## src/rtl/expr_sched_pkg.sv

```systemverilog
// Shared encodings for the expression scheduler: token kinds, operator codes,
// FSM states, token payload and operator precedence.
package expr_sched_pkg;

  localparam int unsigned DATA_W = 8;
  localparam int unsigned KIND_W = 2;
  localparam int unsigned OP_W   = 2;

  typedef enum logic [KIND_W-1:0] {
    KIND_OPND = 2'b00,
    KIND_OPER = 2'b01,
    KIND_END  = 2'b10,
    KIND_ILL  = 2'b11
  } tok_kind_e;

  typedef enum logic [OP_W-1:0] {
    OP_ADD = 2'b00,
    OP_SUB = 2'b01,
    OP_MUL = 2'b10,
    OP_DIV = 2'b11
  } op_e;

  typedef enum logic [3:0] {
    S_IDLE     = 4'd0,
    S_ACCEPT   = 4'd1,
    S_CMP      = 4'd2,
    S_RED_REQ  = 4'd3,
    S_RED_WAIT = 4'd4,
    S_DRAIN    = 4'd5,
    S_POP_RES  = 4'd6,
    S_DONE     = 4'd7,
    S_ERR      = 4'd8
  } state_e;

  typedef struct packed {
    logic [KIND_W-1:0] kind;
    logic [DATA_W-1:0] data;
  } tok_t;

  // mul/div bind tighter than add/sub; the code's MSB is the precedence level
  function automatic logic prec(input logic [OP_W-1:0] op);
    return op[1];
  endfunction

endpackage

```

## src/rtl/sched_timer.sv

```systemverilog
// Wait-cycle counter for an outstanding reduction; expired flags the last
// permitted waiting cycle.
module sched_timer #(
  parameter int unsigned LIMIT = 255
) (
  input  logic clk,
  input  logic rst_n,
  input  logic clear,
  input  logic enable,
  output logic expired
);

  localparam int unsigned CNT_W = (LIMIT > 1) ? $clog2(LIMIT + 1) : 1;
  localparam int unsigned LAST  = (LIMIT > 0) ? LIMIT - 1 : 0;

  logic [CNT_W-1:0] count;

  // counter saturates at LAST so it never wraps while the FSM is leaving
  always_ff @(posedge clk or negedge rst_n) begin
    if (!rst_n) begin
      count <= '0;
    end else if (clear) begin
      count <= '0;
    end else if (enable && !expired) begin
      count <= count + CNT_W'(1);
    end
  end

  assign expired = enable && (count == CNT_W'(LAST));

endmodule

```

## src/rtl/expr_sched.sv

```systemverilog
// Shunting-yard scheduler: accepts infix tokens, drives external operand and
// operator stacks, and hands each reduction to an external calculation unit.
module expr_sched
  import expr_sched_pkg::*;
#(
  parameter int unsigned CALC_TIMEOUT = 255,
  parameter int unsigned OPND_DEPTH   = 16
) (
  input  logic              clk,
  input  logic              reset,
  input  logic              tok_valid,
  output logic              tok_ready,
  input  logic [KIND_W-1:0] tok_kind,
  input  logic [DATA_W-1:0] tok_data,
  output logic [DATA_W-1:0] opndSTK_Din,
  output logic              opndSTK_push,
  output logic              opndSTK_pop,
  input  logic [DATA_W-1:0] opndSTK_Dout,
  input  logic              opndSTK_full,
  output logic [OP_W-1:0]   opSTK_Din,
  output logic              opSTK_push,
  output logic              opSTK_pop,
  input  logic [OP_W-1:0]   opSTK_Dout,
  input  logic              opSTK_empty,
  input  logic              opSTK_full,
  output logic              calc_start,
  input  logic              calc_complete,
  output logic [DATA_W-1:0] result,
  output logic              result_valid,
  output logic              error
);

  localparam int unsigned DEPTH_W = $clog2(OPND_DEPTH + 1);

  state_e             state;
  state_e             next_state;
  logic [DEPTH_W-1:0] depth;
  logic [OP_W-1:0]    pend_op;
  logic               expect_opnd;
  logic               from_end;

  tok_t tok;
  logic opnd_ok;
  logic oper_ok;
  logic end_ok;
  logic reduce;
  logic depth_ge2;
  logic depth_eq1;
  logic timer_clear;
  logic timer_en;
  logic timer_expired;

  assign tok = '{kind: tok_kind, data: tok_data};

  // token legality; anything that is not one of these three sends us to ERR
  assign opnd_ok = (tok.kind == KIND_OPND) && expect_opnd && !opndSTK_full &&
                   (depth != DEPTH_W'(OPND_DEPTH));
  assign oper_ok = (tok.kind == KIND_OPER) && !expect_opnd;
  assign end_ok  = (tok.kind == KIND_END)  && !expect_opnd;

  // left-associative: equal precedence on the stack reduces first
  assign reduce    = !opSTK_empty && (prec(opSTK_Dout) >= prec(pend_op));
  assign depth_ge2 = depth >= DEPTH_W'(2);
  assign depth_eq1 = depth == DEPTH_W'(1);

  assign timer_clear = (state == S_RED_REQ);
  assign timer_en    = (state == S_RED_WAIT);

  sched_timer #(
    .LIMIT(CALC_TIMEOUT)
  ) u_timer (
    .clk    (clk),
    .rst_n  (reset),
    .clear  (timer_clear),
    .enable (timer_en),
    .expired(timer_expired)
  );

  // state register
  always_ff @(posedge clk or negedge reset) begin
    if (!reset) begin
      state <= S_IDLE;
    end else begin
      state <= next_state;
    end
  end

  // next-state logic
  always_comb begin
    next_state = state;
    case (state)
      S_IDLE: next_state = S_ACCEPT;
      S_ACCEPT: begin
        if (tok_valid) begin
          if (opnd_ok)      next_state = S_ACCEPT;
          else if (oper_ok) next_state = S_CMP;
          else if (end_ok)  next_state = S_DRAIN;
          else              next_state = S_ERR;
        end
      end
      S_CMP: begin
        if (reduce)          next_state = S_RED_REQ;
        else if (opSTK_full) next_state = S_ERR;
        else                 next_state = S_ACCEPT;
      end
      S_RED_REQ: next_state = depth_ge2 ? S_RED_WAIT : S_ERR;
      S_RED_WAIT: begin
        if (calc_complete)      next_state = from_end ? S_DRAIN : S_CMP;
        else if (timer_expired) next_state = S_ERR;
      end
      S_DRAIN:   next_state = opSTK_empty ? S_POP_RES : S_RED_REQ;
      S_POP_RES: next_state = depth_eq1 ? S_DONE : S_ERR;
      S_DONE:    next_state = S_ACCEPT;
      S_ERR:     next_state = S_ERR;
      default:   next_state = S_ERR;
    endcase
  end

  // output decode; stack strobes stay low outside their owning states
  always_comb begin
    tok_ready    = 1'b0;
    opndSTK_Din  = '0;
    opndSTK_push = 1'b0;
    opndSTK_pop  = 1'b0;
    opSTK_Din    = '0;
    opSTK_push   = 1'b0;
    opSTK_pop    = 1'b0;
    calc_start   = 1'b0;
    result_valid = 1'b0;
    error        = 1'b0;
    case (state)
      S_ACCEPT: begin
        tok_ready    = 1'b1;
        opndSTK_Din  = tok.data;
        opndSTK_push = tok_valid && opnd_ok;
      end
      S_CMP: begin
        opSTK_Din  = pend_op;
        opSTK_push = !reduce && !opSTK_full;
      end
      S_RED_REQ: calc_start   = depth_ge2;
      S_POP_RES: opndSTK_pop  = depth_eq1;
      S_DONE:    result_valid = 1'b1;
      S_ERR:     error        = 1'b1;
      default: ;
    endcase
  end

  // scheduler bookkeeping: operand depth, pending operator, syntax flag, result
  always_ff @(posedge clk or negedge reset) begin
    if (!reset) begin
      depth       <= '0;
      pend_op     <= '0;
      expect_opnd <= 1'b1;
      from_end    <= 1'b0;
      result      <= '0;
    end else begin
      case (state)
        S_ACCEPT: begin
          if (tok_valid) begin
            if (opnd_ok) begin
              depth       <= depth + DEPTH_W'(1);
              expect_opnd <= 1'b0;
            end else if (oper_ok) begin
              pend_op     <= tok.data[OP_W-1:0];
              expect_opnd <= 1'b1;
              from_end    <= 1'b0;
            end else if (end_ok) begin
              from_end <= 1'b1;
            end
          end
        end
        S_RED_WAIT: begin
          if (calc_complete) depth <= depth - DEPTH_W'(1);
        end
        S_POP_RES: begin
          if (depth_eq1) begin
            result <= opndSTK_Dout;
            depth  <= '0;
          end
        end
        S_DONE: expect_opnd <= 1'b1;
        default: ;
      endcase
    end
  end

endmodule

```

## config.mk

```make
export PLATFORM = sky130hd
export DESIGN_NAME = expr_sched
export DESIGN_NICKNAME = d
export VERILOG_FILES = /design/src/rtl/expr_sched_pkg.sv /design/src/rtl/sched_timer.sv /design/src/rtl/expr_sched.sv
export SDC_FILE = /design/constraint.sdc
export NUM_CORES = 1
export LEC_CHECK = 0
export BUFFER_PORTS_ARGS = -buffer_cell sky130_fd_sc_hd__buf_2
export CORE_UTILIZATION = 47
export DETAILED_ROUTE_END_ITERATION = 8
export GPL_TIMING_DRIVEN = 0
export PLACE_DENSITY_LB_ADDON = 0.2
export SYNTH_ARGS = -nofsm -noshare
export SYNTH_HDL_FRONTEND = slang
export SYNTH_SLANG_ARGS = --single-unit
```

## constraint.sdc

```tcl
create_clock -name clk -period 2.3 [get_ports clk]
set_input_delay 0.115 -clock clk [delete_from_list [all_inputs] [get_ports clk]]
set_output_delay 0.115 -clock clk [all_outputs]
set_load 0.02 [all_outputs]
```

==> results.cfg <==
[grt]
grt_pass1_vias = 1573
grt_max_degree = 30
overflow = 0
grtUsageTotal_pct = 21.49
grt_pass1_wl_um = 6768
antenna_found_initial = 0

[cts]
post_cts_buffers = 0
cts_sinks = 29
cts_buffers = 5
root_buffer = clkbuf_8
ctsLongestPathBuffers = 2
htree_levels = 2
tritoncts = yes
clock_latency_ns = 0.28
clk_pin_slew_ns = 0.07

[setup_path]
critPathKind = reg2reg
max_stage_delay_ns = 0.57
critPathTopFamily = compound AO/OA/AOI/OAI gates
cp_cell_sequence = or4b_4 -> a2111oi_4 -> o21ba_1 -> buf_6 -> o221ai_1 -> a22o_1
cp.arrival_ns = 2.40
worstPathRequired_ns = 2.48
end_kind = register
cp_num_buf_inv = 1
crit_slowest_cell = dfstp_2
cp_max_fo = 9
start_kind = register

[power_and_ir_drop]
leakage_nw = 1.130
p_per_area_nw_per_um2 = 802.7
ir_drop_uv = 401.2

[synthesis]
yosysTopAreaCellShare_pct = 38.30
synthArstFlopShare_pct = 100.0
synthCells = 192
ys_ff_latch = 29
seq_area_frac_synth_pct = 39.74
ys_types = 53
synthFlopType = dfrtp_1
synth_top_area_cell = dfrtp_1
ys_warn_count = 0
syn_nets = 226
syn-cell-area_um2 = 1829
yosysMostFrequentCell = dfrtp_1
netlist_top_cells_count = 28 x dfrtp_1, 16 x nor2_1, 12 x a21oi_1
synth_edf_count = 0
netlist_top_cells_area = dfrtp_1 38%, mux2_2 6.2%, ha_1 4.8%
postSynthAreaPerCell_um2 = 9.527

[finish]
drive_gt1_share_pct = 33.47
diodes = 0
fin_nets = 284
fill_cells = 342
multiInputGateArea_um2 = 1037
design_area_um2 = 2280
register_area_um2 = 726.9
utilization_pct = 61.80
area_growth_syn_to_layout_pct = 24.62

[floorplan]
die_y_um = 64.39
initial_utilization_pct = 49.59
rows = 22
dieArea_um2 = 4145
io_pins = 53
die_x_um = 64.39
coreArea_um2 = 3689

[sta]
hold_violations = 0
setup_viol = 0
slew_headroom_pct = 52.49
grt_setup_unrepaired = false
fin_setup_tns_ns = 0
max_freq_mhz = 450.0
post-route-period-util_pct = 96.62
clock_skew_ns = 0.001907
period_needed_ns = 2.222
final_max_slew_viol_count = 0
worstMarginPinSlew_ns = 0.7072

[detailed_routing]
antenna_left = 0
drt_pass1_iterations = 4
drc_errors = 0
dr.first_iter.drc_count = 86
vias_per_cell = 5.562
avgRoutedWirePerCell_um = 13.86
num_vias = 1663
wirelength_um = 4145

[placement]
gp_congestion = 0.8458
hpwl_um = 2955
port_buffers = 50
post_dp_cell_area_um2 = 2140

[job]
drv_cap = 0

[outcome]
status = complete, no violations

[worst_hold_path]
hold_class = in2reg
state kept, by name (all words and copies together), names as in the netlist:
name,count
state,4
pend_op,2
u_timer.count,8
expect_opnd,1
result,8
depth,5
from_end,1
cells in the final DEF (no fill, tap or decap), types with 2 or more instances in the layout:
cell and n:
clkbuf_8 5, nand2b_1 4, and2_1 11, nor4b_2 2, clkbuf_1 3, buf_2 54
a31oi_1 4, xnor2_1 2, a21oi_1 12, nand2_1 8, nand4_1 2, nor2_1 16
o22ai_1 4, or4b_1 2, nor4b_1 2, or3_1 3, o21bai_1 2, a22o_1 2
a21o_1 3, inv_1 7, mux2_2 10, o21ai_0 5, nand3_1 9, xor2_1 3
o221ai_1 2, dfrtp_1 28, or2_2 2, ha_1 7, nor3_1 9
repair_timing:
item,4_1_cts,5_1_grt
resized for setup,1,2
hold buffers,1,0
endpoints found under the setup margin,1,3
hold endpoints to repair,28,0
pin swaps,0,1
where the power goes:
group / internal (mW) / total [mW] / switching (mW) / leakage (nW)
Clock: 0.324 / 0.535 / 0.211 / 0.0543
Combinational: 0.249 / 0.594 / 0.345 / 0.692
Sequential: 0.601 / 0.701 / 0.100 / 0.384
kinds of logic (layout without fill, tap and decap cells):
| kind of cell | count (synthesis) | after routing | share of synthesized area, % |
|---|---|---|---|
| buffers and inverters | 17 | 76 | 4.309 |
| other | 1 | 1 | 0.2050 |
| xor gates and xnor gates | 5 | 5 | 2.394 |
| muxes | 11 | 11 | 6.703 |
| AOI/OAI and AO/OA | 43 | 43 | 17.03 |
| adders and majority gates | 7 | 7 | 4.788 |
| and+or+nand+nor | 79 | 79 | 24.83 |
| DFF | 29 | 29 | 39.74 |
cell type report:
class                           count  share of cell area, %
Tap cell                           48                  2.634
Timing Repair Buffer               51                  11.42
Clock inverter                      3                  2.031
Sequential cell                    29                  31.89
Buffer                              9                  2.195
Multi-Input combinational cell    146                  45.50
Inverter                            8                  1.317
Clock buffer                        5                  3.019
worst paths after layout:
check / cells past startpoint / start / slack (ns) / endpoint
max: 6 / expect_opnd$_DFFE_PN1P_ / 0.08 / depth[2]$_DFFE_PN0P_
max in group asynchronous: 2 / reset / 1.48 / result[7]$_DFFE_PN0P_
min in group asynchronous: 2 / reset / 0.39 / depth[2]$_DFFE_PN0P_
min: 2 / opndSTK_Dout[5] / 0.06 / result[5]$_DFFE_PN0P_
min reg2reg: 1 / result[5]$_DFFE_PN0P_ / 0.50 / result[5]$_DFFE_PN0P_
max reg2reg: 6 / expect_opnd$_DFFE_PN1P_ / 0.08 / depth[2]$_DFFE_PN0P_
metal layers:
metal | part of all wire (%) | vias up | global-route usage (%)
li1 | - | 805 | -
met1 | 45 | 797 | 25.40
met2 | 48 | 52 | 35.13
met3 | 5.0 | 9 | 6.786
met4 | 1.7 | 0 | 10.28
met5 | 0 | - | 0
stage by stage:
step / hold WS [ns] / power (mW) / setup WS (ns) / std cells
floorplan: -0.1806 / 1.113 / 0.03397 / 192
global placement: 0.1825 / 1.277 / 0.02389 / 290
detailed placement: 0.1825 / 1.285 / 0.04523 / 290
CTS: 0.05489 / 1.832 / 0.07535 / 299
global route: 0.04977 / 1.959 / 0.001630 / 299
finish: 0.05925 / 1.830 / 0.07763 / 299
Power figures use the tool's default switching activity.
